File: config.mk
export PLATFORM = sky130hd
export DESIGN_NAME = ocp_arb2_flat
export DESIGN_NICKNAME = d
export VERILOG_FILES = /design/src/rtl/ocp_if.sv /design/src/rtl/ocp_arb2.sv /design/src/flat_wrapper.sv
export SDC_FILE = /design/constraint.sdc
export NUM_CORES = 1
export LEC_CHECK = 0
export CELL_PAD_IN_SITES_DETAIL_PLACEMENT = 0
export CELL_PAD_IN_SITES_GLOBAL_PLACEMENT = 1
export CORE_MARGIN = 10
export CORE_UTILIZATION = 13
export DETAILED_ROUTE_END_ITERATION = 10
export GPL_ROUTABILITY_DRIVEN = 0
export PLACE_DENSITY_LB_ADDON = 0.05
export SLEW_MARGIN = 20
export SYNTH_ARGS = -nofsm -noshare
export SYNTH_HDL_FRONTEND = slang
export SYNTH_SLANG_ARGS = --single-unit
File: constraint.sdc
create_clock -name clk -period 1.7 [get_ports clk]
set_clock_uncertainty 0.15 [all_clocks]
set_input_delay 0.34 -clock clk [delete_from_list [all_inputs] [get_ports clk]]
set_output_delay 0.34 -clock clk [all_outputs]
set_load 0.1 [all_outputs]
File: src/rtl/ocp_if.sv
// OCP bus bundle shared by the two upstream requesters and the downstream slave.
// m_* signals flow from requester to target, s_* signals flow back.
interface ocp_if #(
  parameter int TAGI_WIDTH = 5,
  parameter int INFO_WIDTH = 4,
  parameter int BLEN_WIDTH = 4,
  parameter int DATA_WIDTH = 32,
  parameter int ADDR_WIDTH = 5
);
  localparam int BE_WIDTH = DATA_WIDTH / 8;

  // command phase
  logic [2:0]            m_cmd;
  logic [ADDR_WIDTH-1:0] m_addr;
  logic [BLEN_WIDTH-1:0] m_burst_length;
  logic [2:0]            m_burst_seq;
  logic [BE_WIDTH-1:0]   m_byteen;
  logic [INFO_WIDTH-1:0] m_req_info;
  logic [TAGI_WIDTH-1:0] m_tagid;
  logic                  s_cmd_accept;
  // write data phase
  logic [DATA_WIDTH-1:0] m_data;
  logic [BE_WIDTH-1:0]   m_data_byteen;
  logic                  m_data_valid;
  logic                  m_data_last;
  logic [TAGI_WIDTH-1:0] m_data_tagid;
  logic                  s_data_accept;
  // response phase
  logic [1:0]            s_resp;
  logic [DATA_WIDTH-1:0] s_data;
  logic                  s_resp_last;
  logic [TAGI_WIDTH-1:0] s_tagid;
  logic                  m_resp_accept;

  modport master (
    output m_cmd, m_addr, m_burst_length, m_burst_seq, m_byteen, m_req_info, m_tagid,
           m_data, m_data_byteen, m_data_valid, m_data_last, m_data_tagid, m_resp_accept,
    input  s_cmd_accept, s_data_accept, s_resp, s_data, s_resp_last, s_tagid
  );

  modport slave (
    input  m_cmd, m_addr, m_burst_length, m_burst_seq, m_byteen, m_req_info, m_tagid,
           m_data, m_data_byteen, m_data_valid, m_data_last, m_data_tagid, m_resp_accept,
    output s_cmd_accept, s_data_accept, s_resp, s_data, s_resp_last, s_tagid
  );
endinterface

File: src/rtl/ocp_arb2.sv
// Two-requester round-robin OCP arbiter. Commands and write bursts are
// serialised onto one downstream port; the grant index is stamped into the
// tag MSB so responses can be steered back without involving the FSM.
module ocp_arb2 #(
  parameter int TAGI_WIDTH = 5,
  parameter int INFO_WIDTH = 4,
  parameter int BLEN_WIDTH = 4,
  parameter int DATA_WIDTH = 32,
  parameter int ADDR_WIDTH = 5
) (
  input  logic       clk,
  input  logic       rst_n,
  ocp_if.slave       up0,
  ocp_if.slave       up1,
  ocp_if.master      dn,
  output logic [1:0] gnt,
  output logic       err
);
  localparam int BE_WIDTH = DATA_WIDTH / 8;
  localparam logic [2:0] CMD_IDLE = 3'b000;
  localparam logic [2:0] CMD_WR   = 3'b001;
  localparam logic [2:0] CMD_RD   = 3'b010;

  typedef enum logic [1:0] {S_IDLE, S_CMD, S_WDATA} state_t;

  state_t                state;
  logic [1:0]            gnt_q;
  logic                  last1;      // 1 when requester 1 was granted most recently
  logic [BLEN_WIDTH-1:0] blen_q;
  logic [BLEN_WIDTH-1:0] beat_cnt;

  // granted-side view of the upstream request
  logic                  gidx;
  logic [2:0]            sel_cmd;
  logic [BLEN_WIDTH-1:0] sel_blen;
  logic [TAGI_WIDTH-1:0] sel_tag;
  logic [TAGI_WIDTH-1:0] sel_dtag;
  logic                  sel_dvalid;
  logic                  sel_dlast;

  logic pend0, pend1, in_cmd, in_wd, cmd_hs, beat_hs, dn_last, bad_cmd, err_now;

  assign gidx       = gnt_q[1];
  assign sel_cmd    = gidx ? up1.m_cmd          : up0.m_cmd;
  assign sel_blen   = gidx ? up1.m_burst_length : up0.m_burst_length;
  assign sel_tag    = gidx ? up1.m_tagid        : up0.m_tagid;
  assign sel_dtag   = gidx ? up1.m_data_tagid   : up0.m_data_tagid;
  assign sel_dvalid = gidx ? up1.m_data_valid   : up0.m_data_valid;
  assign sel_dlast  = gidx ? up1.m_data_last    : up0.m_data_last;

  assign pend0   = up0.m_cmd != CMD_IDLE;
  assign pend1   = up1.m_cmd != CMD_IDLE;
  // rst_n gating keeps every handshake quiet while reset is held
  assign in_cmd  = rst_n && (state == S_CMD);
  assign in_wd   = rst_n && (state == S_WDATA);
  assign cmd_hs  = in_cmd && dn.s_cmd_accept;
  assign beat_hs = in_wd && sel_dvalid && dn.s_data_accept;
  assign dn_last = in_wd && (beat_cnt + BLEN_WIDTH'(1) == blen_q);
  assign bad_cmd = (sel_cmd != CMD_IDLE) && (sel_cmd != CMD_WR) && (sel_cmd != CMD_RD);

  assign err_now = (cmd_hs && (bad_cmd || sel_tag[TAGI_WIDTH-1] ||
                               ((sel_cmd == CMD_WR) && (sel_blen == '0)))) ||
                   (beat_hs && ((sel_dlast != dn_last) || sel_dtag[TAGI_WIDTH-1]));

  // command phase towards the shared slave; unknown commands go out as reads
  assign dn.m_cmd          = !in_cmd ? CMD_IDLE : (bad_cmd ? CMD_RD : sel_cmd);
  assign dn.m_addr         = gidx ? up1.m_addr       : up0.m_addr;
  assign dn.m_burst_length = sel_blen;
  assign dn.m_burst_seq    = gidx ? up1.m_burst_seq  : up0.m_burst_seq;
  assign dn.m_byteen       = gidx ? up1.m_byteen     : up0.m_byteen;
  assign dn.m_req_info     = gidx ? up1.m_req_info   : up0.m_req_info;
  assign dn.m_tagid        = {gidx, sel_tag[TAGI_WIDTH-2:0]};
  assign up0.s_cmd_accept  = in_cmd && gnt_q[0] && dn.s_cmd_accept;
  assign up1.s_cmd_accept  = in_cmd && gnt_q[1] && dn.s_cmd_accept;

  // write data phase; last is generated from our own beat count
  assign dn.m_data         = gidx ? up1.m_data        : up0.m_data;
  assign dn.m_data_byteen  = gidx ? up1.m_data_byteen : up0.m_data_byteen;
  assign dn.m_data_valid   = in_wd && sel_dvalid;
  assign dn.m_data_last    = dn_last;
  assign dn.m_data_tagid   = {gidx, sel_dtag[TAGI_WIDTH-2:0]};
  assign up0.s_data_accept = in_wd && gnt_q[0] && dn.s_data_accept;
  assign up1.s_data_accept = in_wd && gnt_q[1] && dn.s_data_accept;

  // response phase, steered purely by the returned tag MSB
  logic rsel;
  assign rsel             = dn.s_tagid[TAGI_WIDTH-1];
  assign up0.s_resp       = rsel ? 2'b00 : dn.s_resp;
  assign up1.s_resp       = rsel ? dn.s_resp : 2'b00;
  assign up0.s_data       = dn.s_data;
  assign up1.s_data       = dn.s_data;
  assign up0.s_resp_last  = dn.s_resp_last;
  assign up1.s_resp_last  = dn.s_resp_last;
  assign up0.s_tagid      = {1'b0, dn.s_tagid[TAGI_WIDTH-2:0]};
  assign up1.s_tagid      = {1'b0, dn.s_tagid[TAGI_WIDTH-2:0]};
  assign dn.m_resp_accept = rst_n && (dn.s_resp != 2'b00) &&
                            (rsel ? up1.m_resp_accept : up0.m_resp_accept);

  assign gnt = gnt_q;

  // arbitration / burst sequencing FSM with registered grant and error pulse
  always_ff @(posedge clk) begin
    if (!rst_n) begin
      state    <= S_IDLE;
      gnt_q    <= 2'b00;
      last1    <= 1'b1;
      blen_q   <= '0;
      beat_cnt <= '0;
      err      <= 1'b0;
    end else begin
      err <= err_now;
      case (state)
        S_IDLE: begin
          if (pend0 || pend1) begin
            state <= S_CMD;
            if (pend0 && (!pend1 || last1)) begin
              gnt_q <= 2'b01;
              last1 <= 1'b0;
            end else begin
              gnt_q <= 2'b10;
              last1 <= 1'b1;
            end
          end
        end
        S_CMD: begin
          if (dn.s_cmd_accept) begin
            if (sel_cmd == CMD_WR) begin
              state    <= S_WDATA;
              blen_q   <= (sel_blen == '0) ? BLEN_WIDTH'(1) : sel_blen;
              beat_cnt <= '0;
            end else begin
              state <= S_IDLE;
              gnt_q <= 2'b00;
            end
          end
        end
        S_WDATA: begin
          if (beat_hs) begin
            beat_cnt <= beat_cnt + BLEN_WIDTH'(1);
            if (dn_last) begin
              state <= S_IDLE;
              gnt_q <= 2'b00;
            end
          end
        end
        default: begin
          state <= S_IDLE;
          gnt_q <= 2'b00;
        end
      endcase
    end
  end

  logic unused_ok;
  assign unused_ok = ^{BE_WIDTH, INFO_WIDTH, ADDR_WIDTH, DATA_WIDTH};
endmodule
File: src/flat_wrapper.sv
// flat-port wrapper written by rule: the top's interface ports become plain ports
module ocp_arb2_flat 
#(
  parameter int TAGI_WIDTH = 5,
  parameter int INFO_WIDTH = 4,
  parameter int BLEN_WIDTH = 4,
  parameter int DATA_WIDTH = 32,
  parameter int ADDR_WIDTH = 5
)
  (clk, rst_n, gnt, err, up0_m_cmd, up0_m_addr, up0_m_burst_length, up0_m_burst_seq, up0_m_byteen, up0_m_req_info, up0_m_tagid, up0_m_data, up0_m_data_byteen, up0_m_data_valid, up0_m_data_last, up0_m_data_tagid, up0_m_resp_accept, up0_s_cmd_accept, up0_s_data_accept, up0_s_resp, up0_s_data, up0_s_resp_last, up0_s_tagid, up1_m_cmd, up1_m_addr, up1_m_burst_length, up1_m_burst_seq, up1_m_byteen, up1_m_req_info, up1_m_tagid, up1_m_data, up1_m_data_byteen, up1_m_data_valid, up1_m_data_last, up1_m_data_tagid, up1_m_resp_accept, up1_s_cmd_accept, up1_s_data_accept, up1_s_resp, up1_s_data, up1_s_resp_last, up1_s_tagid, dn_m_cmd, dn_m_addr, dn_m_burst_length, dn_m_burst_seq, dn_m_byteen, dn_m_req_info, dn_m_tagid, dn_m_data, dn_m_data_byteen, dn_m_data_valid, dn_m_data_last, dn_m_data_tagid, dn_m_resp_accept, dn_s_cmd_accept, dn_s_data_accept, dn_s_resp, dn_s_data, dn_s_resp_last, dn_s_tagid);
  ocp_if #(.TAGI_WIDTH(TAGI_WIDTH), .INFO_WIDTH(INFO_WIDTH), .BLEN_WIDTH(BLEN_WIDTH), .DATA_WIDTH(DATA_WIDTH), .ADDR_WIDTH(ADDR_WIDTH)) up0_i ();
  ocp_if #(.TAGI_WIDTH(TAGI_WIDTH), .INFO_WIDTH(INFO_WIDTH), .BLEN_WIDTH(BLEN_WIDTH), .DATA_WIDTH(DATA_WIDTH), .ADDR_WIDTH(ADDR_WIDTH)) up1_i ();
  ocp_if #(.TAGI_WIDTH(TAGI_WIDTH), .INFO_WIDTH(INFO_WIDTH), .BLEN_WIDTH(BLEN_WIDTH), .DATA_WIDTH(DATA_WIDTH), .ADDR_WIDTH(ADDR_WIDTH)) dn_i ();
  input  logic clk;
  input  logic rst_n;
  output logic [1:0] gnt;
  output logic err;
  input wire logic [$bits(up0_i.m_cmd)-1:0] up0_m_cmd;
  input wire logic [$bits(up0_i.m_addr)-1:0] up0_m_addr;
  input wire logic [$bits(up0_i.m_burst_length)-1:0] up0_m_burst_length;
  input wire logic [$bits(up0_i.m_burst_seq)-1:0] up0_m_burst_seq;
  input wire logic [$bits(up0_i.m_byteen)-1:0] up0_m_byteen;
  input wire logic [$bits(up0_i.m_req_info)-1:0] up0_m_req_info;
  input wire logic [$bits(up0_i.m_tagid)-1:0] up0_m_tagid;
  input wire logic [$bits(up0_i.m_data)-1:0] up0_m_data;
  input wire logic [$bits(up0_i.m_data_byteen)-1:0] up0_m_data_byteen;
  input wire logic [$bits(up0_i.m_data_valid)-1:0] up0_m_data_valid;
  input wire logic [$bits(up0_i.m_data_last)-1:0] up0_m_data_last;
  input wire logic [$bits(up0_i.m_data_tagid)-1:0] up0_m_data_tagid;
  input wire logic [$bits(up0_i.m_resp_accept)-1:0] up0_m_resp_accept;
  output wire logic [$bits(up0_i.s_cmd_accept)-1:0] up0_s_cmd_accept;
  output wire logic [$bits(up0_i.s_data_accept)-1:0] up0_s_data_accept;
  output wire logic [$bits(up0_i.s_resp)-1:0] up0_s_resp;
  output wire logic [$bits(up0_i.s_data)-1:0] up0_s_data;
  output wire logic [$bits(up0_i.s_resp_last)-1:0] up0_s_resp_last;
  output wire logic [$bits(up0_i.s_tagid)-1:0] up0_s_tagid;
  input wire logic [$bits(up1_i.m_cmd)-1:0] up1_m_cmd;
  input wire logic [$bits(up1_i.m_addr)-1:0] up1_m_addr;
  input wire logic [$bits(up1_i.m_burst_length)-1:0] up1_m_burst_length;
  input wire logic [$bits(up1_i.m_burst_seq)-1:0] up1_m_burst_seq;
  input wire logic [$bits(up1_i.m_byteen)-1:0] up1_m_byteen;
  input wire logic [$bits(up1_i.m_req_info)-1:0] up1_m_req_info;
  input wire logic [$bits(up1_i.m_tagid)-1:0] up1_m_tagid;
  input wire logic [$bits(up1_i.m_data)-1:0] up1_m_data;
  input wire logic [$bits(up1_i.m_data_byteen)-1:0] up1_m_data_byteen;
  input wire logic [$bits(up1_i.m_data_valid)-1:0] up1_m_data_valid;
  input wire logic [$bits(up1_i.m_data_last)-1:0] up1_m_data_last;
  input wire logic [$bits(up1_i.m_data_tagid)-1:0] up1_m_data_tagid;
  input wire logic [$bits(up1_i.m_resp_accept)-1:0] up1_m_resp_accept;
  output wire logic [$bits(up1_i.s_cmd_accept)-1:0] up1_s_cmd_accept;
  output wire logic [$bits(up1_i.s_data_accept)-1:0] up1_s_data_accept;
  output wire logic [$bits(up1_i.s_resp)-1:0] up1_s_resp;
  output wire logic [$bits(up1_i.s_data)-1:0] up1_s_data;
  output wire logic [$bits(up1_i.s_resp_last)-1:0] up1_s_resp_last;
  output wire logic [$bits(up1_i.s_tagid)-1:0] up1_s_tagid;
  output wire logic [$bits(dn_i.m_cmd)-1:0] dn_m_cmd;
  output wire logic [$bits(dn_i.m_addr)-1:0] dn_m_addr;
  output wire logic [$bits(dn_i.m_burst_length)-1:0] dn_m_burst_length;
  output wire logic [$bits(dn_i.m_burst_seq)-1:0] dn_m_burst_seq;
  output wire logic [$bits(dn_i.m_byteen)-1:0] dn_m_byteen;
  output wire logic [$bits(dn_i.m_req_info)-1:0] dn_m_req_info;
  output wire logic [$bits(dn_i.m_tagid)-1:0] dn_m_tagid;
  output wire logic [$bits(dn_i.m_data)-1:0] dn_m_data;
  output wire logic [$bits(dn_i.m_data_byteen)-1:0] dn_m_data_byteen;
  output wire logic [$bits(dn_i.m_data_valid)-1:0] dn_m_data_valid;
  output wire logic [$bits(dn_i.m_data_last)-1:0] dn_m_data_last;
  output wire logic [$bits(dn_i.m_data_tagid)-1:0] dn_m_data_tagid;
  output wire logic [$bits(dn_i.m_resp_accept)-1:0] dn_m_resp_accept;
  input wire logic [$bits(dn_i.s_cmd_accept)-1:0] dn_s_cmd_accept;
  input wire logic [$bits(dn_i.s_data_accept)-1:0] dn_s_data_accept;
  input wire logic [$bits(dn_i.s_resp)-1:0] dn_s_resp;
  input wire logic [$bits(dn_i.s_data)-1:0] dn_s_data;
  input wire logic [$bits(dn_i.s_resp_last)-1:0] dn_s_resp_last;
  input wire logic [$bits(dn_i.s_tagid)-1:0] dn_s_tagid;
  assign up0_i.m_cmd = up0_m_cmd;
  assign up0_i.m_addr = up0_m_addr;
  assign up0_i.m_burst_length = up0_m_burst_length;
  assign up0_i.m_burst_seq = up0_m_burst_seq;
  assign up0_i.m_byteen = up0_m_byteen;
  assign up0_i.m_req_info = up0_m_req_info;
  assign up0_i.m_tagid = up0_m_tagid;
  assign up0_i.m_data = up0_m_data;
  assign up0_i.m_data_byteen = up0_m_data_byteen;
  assign up0_i.m_data_valid = up0_m_data_valid;
  assign up0_i.m_data_last = up0_m_data_last;
  assign up0_i.m_data_tagid = up0_m_data_tagid;
  assign up0_i.m_resp_accept = up0_m_resp_accept;
  assign up0_s_cmd_accept = up0_i.s_cmd_accept;
  assign up0_s_data_accept = up0_i.s_data_accept;
  assign up0_s_resp = up0_i.s_resp;
  assign up0_s_data = up0_i.s_data;
  assign up0_s_resp_last = up0_i.s_resp_last;
  assign up0_s_tagid = up0_i.s_tagid;
  assign up1_i.m_cmd = up1_m_cmd;
  assign up1_i.m_addr = up1_m_addr;
  assign up1_i.m_burst_length = up1_m_burst_length;
  assign up1_i.m_burst_seq = up1_m_burst_seq;
  assign up1_i.m_byteen = up1_m_byteen;
  assign up1_i.m_req_info = up1_m_req_info;
  assign up1_i.m_tagid = up1_m_tagid;
  assign up1_i.m_data = up1_m_data;
  assign up1_i.m_data_byteen = up1_m_data_byteen;
  assign up1_i.m_data_valid = up1_m_data_valid;
  assign up1_i.m_data_last = up1_m_data_last;
  assign up1_i.m_data_tagid = up1_m_data_tagid;
  assign up1_i.m_resp_accept = up1_m_resp_accept;
  assign up1_s_cmd_accept = up1_i.s_cmd_accept;
  assign up1_s_data_accept = up1_i.s_data_accept;
  assign up1_s_resp = up1_i.s_resp;
  assign up1_s_data = up1_i.s_data;
  assign up1_s_resp_last = up1_i.s_resp_last;
  assign up1_s_tagid = up1_i.s_tagid;
  assign dn_m_cmd = dn_i.m_cmd;
  assign dn_m_addr = dn_i.m_addr;
  assign dn_m_burst_length = dn_i.m_burst_length;
  assign dn_m_burst_seq = dn_i.m_burst_seq;
  assign dn_m_byteen = dn_i.m_byteen;
  assign dn_m_req_info = dn_i.m_req_info;
  assign dn_m_tagid = dn_i.m_tagid;
  assign dn_m_data = dn_i.m_data;
  assign dn_m_data_byteen = dn_i.m_data_byteen;
  assign dn_m_data_valid = dn_i.m_data_valid;
  assign dn_m_data_last = dn_i.m_data_last;
  assign dn_m_data_tagid = dn_i.m_data_tagid;
  assign dn_m_resp_accept = dn_i.m_resp_accept;
  assign dn_i.s_cmd_accept = dn_s_cmd_accept;
  assign dn_i.s_data_accept = dn_s_data_accept;
  assign dn_i.s_resp = dn_s_resp;
  assign dn_i.s_data = dn_s_data;
  assign dn_i.s_resp_last = dn_s_resp_last;
  assign dn_i.s_tagid = dn_s_tagid;
  ocp_arb2 #(.TAGI_WIDTH(TAGI_WIDTH), .INFO_WIDTH(INFO_WIDTH), .BLEN_WIDTH(BLEN_WIDTH), .DATA_WIDTH(DATA_WIDTH), .ADDR_WIDTH(ADDR_WIDTH)) u_core (.clk(clk), .rst_n(rst_n), .up0(up0_i), .up1(up1_i), .dn(dn_i), .gnt(gnt), .err(err));
endmodule
Word-level counts from Yosys, hierarchy flattened:

Index checks and enable logic that the tools add are counted.

* register bits: 14
* bits in latches: 0
* memory bits (writable): 0
* bits in read-only memories: 0
* input bits: 188
* output and inout bits: 159
* memories kept: 0

* $add $sub $neg: 1
* $mul: 0
* div/mod/pow operators: 0
* magnitude comparators: 0
* eq/ne operators: 13
* shift operators: 0
* multiplexer cells: 34
* bitwise gates (word level): 0
* reductions and logical operators: 41

Operator list (number)
* $mux W32: 1
* $mux W4: 8
* $logic_and A1 B1 Y1: 22
* $mux W2: 11
* $mux W5: 3
* $mux W3: 4
* $pmux W2 S3: 2
* $reduce_bool A3 Y1: 3
* $pmux W4 S2: 1
* $reduce_and A4 Y1: 2
* $logic_or A1 B1 Y1: 6
* $ne A2 B1 Y1 const B: 3
* $ne A2 B2 Y1 const B: 3
* $reduce_and A5 Y1: 1
* $add A4 B1 Y4 const B: 1
* $eq A4 B4 Y1: 1
* $logic_not A4 Y1: 1
* $mux W1: 4
* $reduce_bool A2 Y1: 2
* $eq A3 B1 Y1 const B: 1
* $ne A3 B1 Y1 const B: 1
* $ne A3 B2 Y1 const B: 1
* $reduce_and A3 Y1: 1
* $eq A2 B1 Y1 const B: 1
* 5 further kinds: 5

Depth between registers and ports, before layout:

Gate-level depths: netlist of the first run.

* word-level depth: 8
* depth in mapped cells: 7

Worst setup path before layout of the first run:

No wires, ideal clock.

* path kind: reg-to-output
* start: register u_core.gnt_q[1] (netlist: u_core.gnt[1])
* end: output dn_m_cmd[1]
* arrival time: 4.109 ns
* setup slack: -2.899 ns
* stages on the path, launching flop included: 6
* path buffers: 3
* cell sequence: dfxtp_1 buf_2 buf_1 buf_6 nor3_1 a211oi_1

* longest elaborated chain between the ends: 6
* elaborated cells between the ends (all ways): 8
* classes of those cells: eq/ne: 2; mux: 3; reduce/logical: 3

Ends and longest elaborated chain
* start: declaration: line ocp_arb2.sv:27 `logic [1:0] gnt_q;`
* start signal: assignment: line ocp_arb2.sv:105 `gnt_q <= 2'b00;`
* start signal: assignment: line ocp_arb2.sv:117 `gnt_q <= 2'b01;`
* start signal: assignment: line ocp_arb2.sv:120 `gnt_q <= 2'b10;`
* $mux W3 *: line ocp_arb2.sv:44 `assign sel_cmd = gidx ? up1.m_cmd : up0.m_cmd;`
* $ne A3 B1 Y1 / $reduce_bool A3 Y1 (equally long branches): line ocp_arb2.sv:59 `assign bad_cmd = (sel_cmd != CMD_IDLE) && (sel_cmd != CMD_WR) && (sel_cmd != CMD_RD);`
* $logic_and A1 B1 Y1 (2 in series): line ocp_arb2.sv:59
* $mux W3 * (2 in series): line ocp_arb2.sv:66 `assign dn.m_cmd = !in_cmd ? CMD_IDLE : (bad_cmd ? CMD_RD : sel_cmd);`
* end: declaration: line flat_wrapper.sv:56 `output wire logic [$bits(dn_i.m_cmd)-1:0] dn_m_cmd;`

Mark *: on every way between the ends. The rest lies on a longest branch, timed or not.

Final worst setup path of the first run:

* start: register u_core.beat_cnt[0]
* end: output dn_m_data_last

* longest elaborated chain between the ends: 3

Ends and longest elaborated chain
* start: declaration: line ocp_arb2.sv:30 `logic [BLEN_WIDTH-1:0] beat_cnt;`
* start signal: assignment: line ocp_arb2.sv:139 `beat_cnt <= beat_cnt + BLEN_WIDTH'(1);`
* $add A4 B1 Y4: line ocp_arb2.sv:58 `assign dn_last = in_wd && (beat_cnt + BLEN_WIDTH'(1) == blen_q);`
* $eq A4 B4 Y1: line ocp_arb2.sv:58
* $logic_and A1 B1 Y1: line ocp_arb2.sv:58
* end: declaration: line flat_wrapper.sv:66 `output wire logic [$bits(dn_i.m_data_last)-1:0] dn_m_data_last;`

Every way passes these cells.

==> results by group, run 1 <==
Synth
  • Seq/Total Area, Yosys: 0.120
  • Post-synth EDFFs: 0
  • Top-count cell post-synth: buf_4
  • Largest cells by area after synthesis: mux2_2, buf_4, dfxtp_1
  • FFs w/ async S/R, synth: 0
  • Mapped Area: 2330 µm²
  • Post-synthesis xor/xnor area fraction: 0.0225
  • Cells after synthesis: 277
  • Yosys reg bits: 14
  • Synth top cells by count: buf_4, mux2_2, nor2_1, dfxtp_1, nand2_1
  • Cell variety after synth: 44
  • Mux cell area share after synthesis: 0.321
  • Largest area contributor in the netlist: mux2_2
  • Adder-cell share of the synthesized area: 0.00537
  • Yosys warns: 0
  • Ys flop type: dfxtp_1
  • Syn Area/Cell: 8.42 µm²
  • Compound-Gate Fraction of Synth Area: 0.0875
  • Main combinational cell family by area after synthesis: multiplexers
  • Share of the synthesized area in the top cell type: 0.300
  • Post-synthesis simple-gate area fraction: 0.150

Worst hold path
  • Worst Hold End: u_core.beat_cnt[1]
  • Hold_sp: u_core.beat_cnt[1]
  • Hold Crit Class: reg2reg
  • Hold depth: 2

Clock network
  • CTS tree: done
  • CTS Hold Buffers Added: 0
  • H-Tree Depth: 1
  • Clock Pin Slew Worst Setup and Hold Paths: 0.05 ns
  • CTS max path bufs: 2
  • # clock sinks: 14
  • CTS Buf Count: 3
  • CTS root buf: clkbuf_16
  • Worst-Skew Late Latency: 0.24 ns

Outcome
  • Failing checks: negative setup slack
  • Status: finished, violations left

Worst setup path
  • Slowest CP cell: or4_4
  • WP buf/inv: 1
  • R2r endpoint: u_core.gnt[0]
  • FF-to-FF Start: u_core.beat_cnt[0]
  • Worst-path maximum fanout: 3
  • Worst endpoint required time: 1.21 ns
  • R2r worst-path depth: 7
  • CP Class: reg2out
  • Critical Path AT: 1.79 ns
  • Cell family with most CP delay: simple AND/OR/NAND/NOR gates
  • CP endpoint kind: output pin
  • CP max stage delay: 0.53 ns
  • CP Launch Type: flip-flop
  • Worst path cell trace: ha_4 > xor2_1 > or4_4 > nor2_4 > buf_12
  • Reg-to-reg slack, setup: -0.34 ns

Timing
  • Final Cycle Share: 1.34
  • WHS: 0.330 ns
  • Min Clock Period, post-route: 2.28 ns
  • Final worst slack: -0.579 ns
  • Max frequency: 439 MHz
  • RSZ-0062 raised after global routing: yes
  • # setup viols final: 85
  • Fin. Hold Viols: 0
  • Sum Neg Setup Slack: -21.52 ns
  • Final Max Tran Viols: 0

Finish
  • N_diodes: 0
  • Synth-to-Final Area Change: 178%
  • Layout cells sized above 1: 0.551
  • Final net count: 691

Floorplan
  • Rows: 48
  • I/O pin total: 347
  • Die Area: 23700 µm²
  • Core outline area: 17400 µm²
  • Initial core utilization: 0.134
  • Die Width: 154 µm
  • DIE HEIGHT: 154 µm

Power
  • P_leak: 2.73 nW
  • Worst vdd ir: 288 µV
  • P per Cell Area: 558 nW/µm²

GRT
  • Initial antenna violation count: 0
  • Largest net degree at the start of global routing: 11
  • Grt ovf: 0
  • First-pass GRT wire length: 20900 µm
  • Vias in the first global route: 2973
  • Aggregate global-route resource usage: 0.114

Run
  • Max Cap Violations: 0

Drt
  • DR iter-0 viols: 57
  • Vias: 2752
  • 1st-pass router iterations: 4
  • DRC Markers: 0
  • DR vias/cell: 3.79
  • Post-Route WL: 14400 µm
  • Routed WL per cell: 19.9 µm
  • Post-route ant nets: 0

Place
  • Post-DP HPWL: 12400 µm
  • IO buf count: 232
## flip-flops by register name, indices dropped and copies added (netlist names)
name             cells
u_core.blen_q        4
u_core.err           1
u_core.last1         1
u_core.state         2
u_core.gnt           2
u_core.beat_cnt      4
## metal layers
| metal | global-route usage | wire, µm | vias to the layer above |
|---|---|---|---|
| met3 | 0.0438 | 1300 | 6 |
| met4 | 0.0130 | 51 | 0 |
| met5 | 0 | 0 | - |
| li1 | - | - | 1329 |
| met1 | 0.116 | 5060 | 1250 |
| met2 | 0.219 | 8000 | 167 |
## cell families (layout without fill, tap and decap cells)
group / after synthesis / after routing
AO/OA/AOI/OAI: 31 / 31
buffers and inverters: 96 / 318
adder cells (fa/ha/maj): 1 / 1
AND/OR/NAND/NOR: 61 / 61
XOR/XNOR: 6 / 6
flip-flops: 14 / 14
multiplexers: 67 / 67
other: 1 / 3
## worst min-delay path, delay by kind of cell (launching register included)
family             cells  cell delay, ns
AOI/OAI and AO/OA      1            0.05
and+or+nand+nor        1            0.06
DFF                    1            0.33
## through the flow
step	area, µm²	instances	setup slack [ns]	utilization	power [mW]
floorplan	2660	279	-0.620	-	2.66
global placement	5800	691	-0.593	0.333	2.99
detailed placement	5800	691	-0.587	0.333	2.99
CTS	6530	727	-0.591	0.375	3.69
global route	6490	726	-0.628	0.373	3.74
finish	6490	726	-0.579	0.373	3.62
## cell usage in the layout (no fill, tap or decap), types with 3 or more instances in the layout
master	instances
a21oi_1	4
a31oi_1	4
buf_12	92
buf_4	45
buf_6	17
buf_8	6
clkbuf_16	3
clkdlybuf4s50_1	137
conb_1	3
dfxtp_1	7
dfxtp_2	6
dlygate4sd2_1	10
mux2_4	62
mux2i_4	3
nand2_1	13
nor2_1	7
nor2_4	6
nor3_1	3
nor3b_2	3
o21ai_0	5
o21ai_1	4
xnor2_1	3
## worst max path at each step
stage                       start              to  slack [ns]  depth (start not counted)
2_1_floorplan       u_core.gnt[1]     dn_m_cmd[1]       -0.62                          5
3_3_place_gp         up1_m_cmd[0]     dn_m_cmd[0]       -0.59                          5
3_5_place_dp         up1_m_cmd[0]     dn_m_cmd[0]       -0.59                          5
4_1_cts        u_core.beat_cnt[0]  dn_m_data_last       -0.59                          5
5_1_grt        u_core.beat_cnt[0]  dn_m_data_last       -0.63                          5
6_report       u_core.beat_cnt[0]  dn_m_data_last       -0.58                          5
## power by group
| part | internal, mW | switching (mW) |
|---|---|---|
| combinational | 1.25 | 1.51 |
| sequential | 0.342 | 0.0181 |
| clock | 0.357 | 0.139 |
## timing repair
action / 4_1_cts / 5_1_grt
endpoints found under the setup margin: 90 / 86
pin swaps: 17 / 14
setup buffers: 29 / 10
gates cloned: 6 / 0
resized for setup: 81 / 31
## cell type report
type                    count  area (µm²)
fillers                  1703       10900
inverters                   4        21.3
flip-flops and latches     14         292
multi-input cells         169        1850
clock buffers               4        88.8
repair buffers            310        3960
well taps                 225         282
(Power assumes the default switching activity.)
==> inputs of run 2 (changes only) <==
--- a/config.mk
+++ b/config.mk
@@ -12,6 +12,7 @@
 export DETAILED_ROUTE_END_ITERATION = 10
 export GPL_ROUTABILITY_DRIVEN = 0
 export PLACE_DENSITY_LB_ADDON = 0.05
+export SKIP_CTS_REPAIR_TIMING = 1
 export SLEW_MARGIN = 20
 export SYNTH_ARGS = -nofsm -noshare
 export SYNTH_HDL_FRONTEND = slang
==> results by group, run 2 (same netlist as run 1, synthesis figures left out) <==
Outcome
  • Status: finished, violations left (unchanged)
  • Failing checks: negative setup slack (unchanged)

Power
  • Worst vdd ir: 298 µV (was 288 µV)
  • Total Power: 3.62 mW (about the same)
  • P per Cell Area: 562 nW/µm² (was 558 nW/µm²)
  • P_leak: 2.75 nW (was 2.73 nW)

Worst setup path
  • CP max stage delay: 0.50 ns (was 0.53 ns)
  • FF-to-FF Start: u_core.beat_cnt[1] (was u_core.beat_cnt[0])
  • Worst endpoint required time: 1.21 ns (about the same)
  • R2r worst-path depth: 7 (unchanged)
  • R2r endpoint: u_core.gnt[0] (unchanged)
  • Cell family with most CP delay: simple AND/OR/NAND/NOR gates (unchanged)
  • WP buf/inv: 1 (unchanged)
  • Critical Path AT: 1.81 ns (was 1.79 ns)
  • Reg-to-reg slack, setup: -0.28 ns (was -0.34 ns)
  • Worst path cell trace: ha_4 > xnor2_2 > xnor2_1 > or4_4 > nor2_4 > buf_12 (was ha_4 > xor2_1 > or4_4 > nor2_4 > buf_12)
  • Worst-path maximum fanout: 3 (unchanged)
  • CP endpoint kind: output pin (unchanged)
  • CP Launch Type: flip-flop (unchanged)
  • Slowest CP cell: or4_4 (unchanged)
  • CP Class: reg2out (unchanged)

GRT
  • Largest net degree at the start of global routing: 15 (was 11)
  • Aggregate global-route resource usage: 0.107 (was 0.114)
  • Vias in the first global route: 2798 (was 2973)
  • First-pass GRT wire length: 19700 µm (was 20900 µm)
  • Grt ovf: 0 (unchanged)
  • Initial antenna violation count: 0 (unchanged)

Finish
  • Commonest non-fill, non-tap cell in the layout: clkdlybuf4s50_1 (unchanged)
  • Final Non-Filler Cells: 717 (was 726)
  • Commonest non-fill, non-tap cells in the layout: clkdlybuf4s50_1, buf_12, mux2_4 (unchanged)
  • Final net count: 682 (was 691)
  • Largest regs: u_core.beat_cnt (4), u_core.blen_q (4) (unchanged)
  • Synth-to-Final Area Change: 176% (was 178%)
  • Layout cells sized above 1: 0.530 (was 0.551)
  • N_diodes: 0 (unchanged)

Clock network
  • Worst-Skew Late Latency: 0.24 ns (about the same)
  • CTS root buf: clkbuf_16 (unchanged)
  • CTS tree: done (unchanged)
  • H-Tree Depth: 1 (unchanged)
  • CTS max path bufs: 2 (unchanged)
  • Clock Pin Slew Worst Setup and Hold Paths: 0.05 ns (about the same)
  • CTS Buf Count: 3 (unchanged)
  • # clock sinks: 14 (unchanged)

Floorplan
  • DIE HEIGHT: 154 µm (unchanged)
  • Core outline area: 17400 µm² (unchanged)
  • I/O pin total: 347 (unchanged)
  • Die Width: 154 µm (unchanged)
  • Die Area: 23700 µm² (unchanged)
  • Rows: 48 (unchanged)
  • Initial core utilization: 0.134 (unchanged)

Drt
  • Post-route ant nets: 0 (unchanged)
  • 1st-pass router iterations: 4 (unchanged)
  • Routed WL per cell: 19.9 µm (about the same)
  • DR iter-0 viols: 64 (was 57)
  • Vias: 2716 (was 2752)
  • Post-Route WL: 14300 µm (was 14400 µm)
  • DR vias/cell: 3.79 (about the same)
  • DRC Markers: 0 (unchanged)

Place
  • Post-DP HPWL: 12400 µm (unchanged)
  • Post-Place Worst Slack: -0.587 ns (unchanged)
  • IO buf count: 232 (unchanged)
  • Post-placement cell count: 691 (unchanged)

Timing
  • # setup viols final: 86 (was 85)
  • Final Cycle Share: 1.35 (was 1.34)
  • Fin. Hold Viols: 0 (unchanged)
  • Final worst slack: -0.598 ns (was -0.579 ns)
  • Final Max Tran Viols: 0 (unchanged)
  • Max frequency: 435 MHz (was 439 MHz)
  • Min Clock Period, post-route: 2.30 ns (was 2.28 ns)
  • RSZ-0062 raised after global routing: yes (unchanged)

Worst hold path
  • Hold depth: 2 (unchanged)
  • Hold Crit Class: reg2reg (unchanged)
  • Hold_sp: u_core.beat_cnt[1] (unchanged)
  • Worst Hold End: u_core.beat_cnt[1] (unchanged)

Run
  • Max Cap Violations: 0 (unchanged)
## run 2: changes by cell type in the layout (fill, tap and decap cells not counted), sizes merged
| cell | delta |
|---|---|
| clkdlybuf4s50 | +4 |
| dlymetal6s2s | +7 |
| buf | -15 |
| dlygate4sd2 | -10 |
| clkdlybuf4s15 | -1 |
| clkbuf | +6 |
## run 2: report_power, final
group	internal (mW)	switching [mW]	total, mW	leakage (nW)
clock	0.357	0.141	0.498	0.0442
sequential	0.341	0.0194	0.361	0.117
combinational	1.25	1.51	2.76	2.59
total	1.95	1.67	3.62	2.75
## run 2: worst max path at each step
stage	start	to	cells after the start
after floorplan	u_core.gnt[1]	dn_m_cmd[1]	5
after global placement	up1_m_cmd[0]	dn_m_cmd[0]	5
after detailed placement	up1_m_cmd[0]	dn_m_cmd[0]	5
after CTS	u_core.beat_cnt[1]	dn_m_data_last	6
after global routing	u_core.beat_cnt[1]	dn_m_data_last	6
final	u_core.beat_cnt[1]	dn_m_data_last	6
## run 2: through the flow
step / setup TNS [ns] / util / hold WS, ns / area, µm²
after floorplan: -26.51 / - / 0.297 / 2660
final: -23.94 / 0.370 / 0.343 / 6440
after detailed placement: -13.77 / 0.333 / 0.361 / 5800
after global routing: -27.95 / 0.370 / 0.370 / 6440
after global placement: -14.47 / 0.333 / 0.346 / 5800
after CTS: -27.38 / 0.338 / 0.369 / 5890
## run 2: area by class of cell
cell class                 instances  area (µm²)
clock buffer                       4        88.8
fill                            1708       11000
inverter                           4        21.3
multi-input combinational        169        1830
sequential                        14         289
tap                              225         282
timing repair buffer             301        3930
## run 2: worst reg2reg max path: stages (launching register included)
cell and delay (ns):
dfxtp_2 0.34, ha_4 0.17, xnor2_2 0.13, xnor2_1 0.12, or4_4 0.50, buf_4 0.17
o21ai_4 0.16, a31oi_1 0.10
## run 2: routing by layer
layer	global-route usage	wire [µm]	vias up
li1	-	-	1311
met1	0.106	5130	1235
met2	0.207	7820	164
met3	0.0438	1290	6
met4	0.0130	51	0
met5	0	0	-
==> inputs of run 3 (changes only) <==
--- a/config.mk
+++ b/config.mk
@@ -13,7 +13,6 @@
 export GPL_ROUTABILITY_DRIVEN = 0
 export PLACE_DENSITY_LB_ADDON = 0.05
 export SKIP_CTS_REPAIR_TIMING = 1
-export SLEW_MARGIN = 20
 export SYNTH_ARGS = -nofsm -noshare
 export SYNTH_HDL_FRONTEND = slang
 export SYNTH_SLANG_ARGS = --single-unit
==> results of run 3 <==
No change in the layout: final DEF, timing and power equal those of run 2.
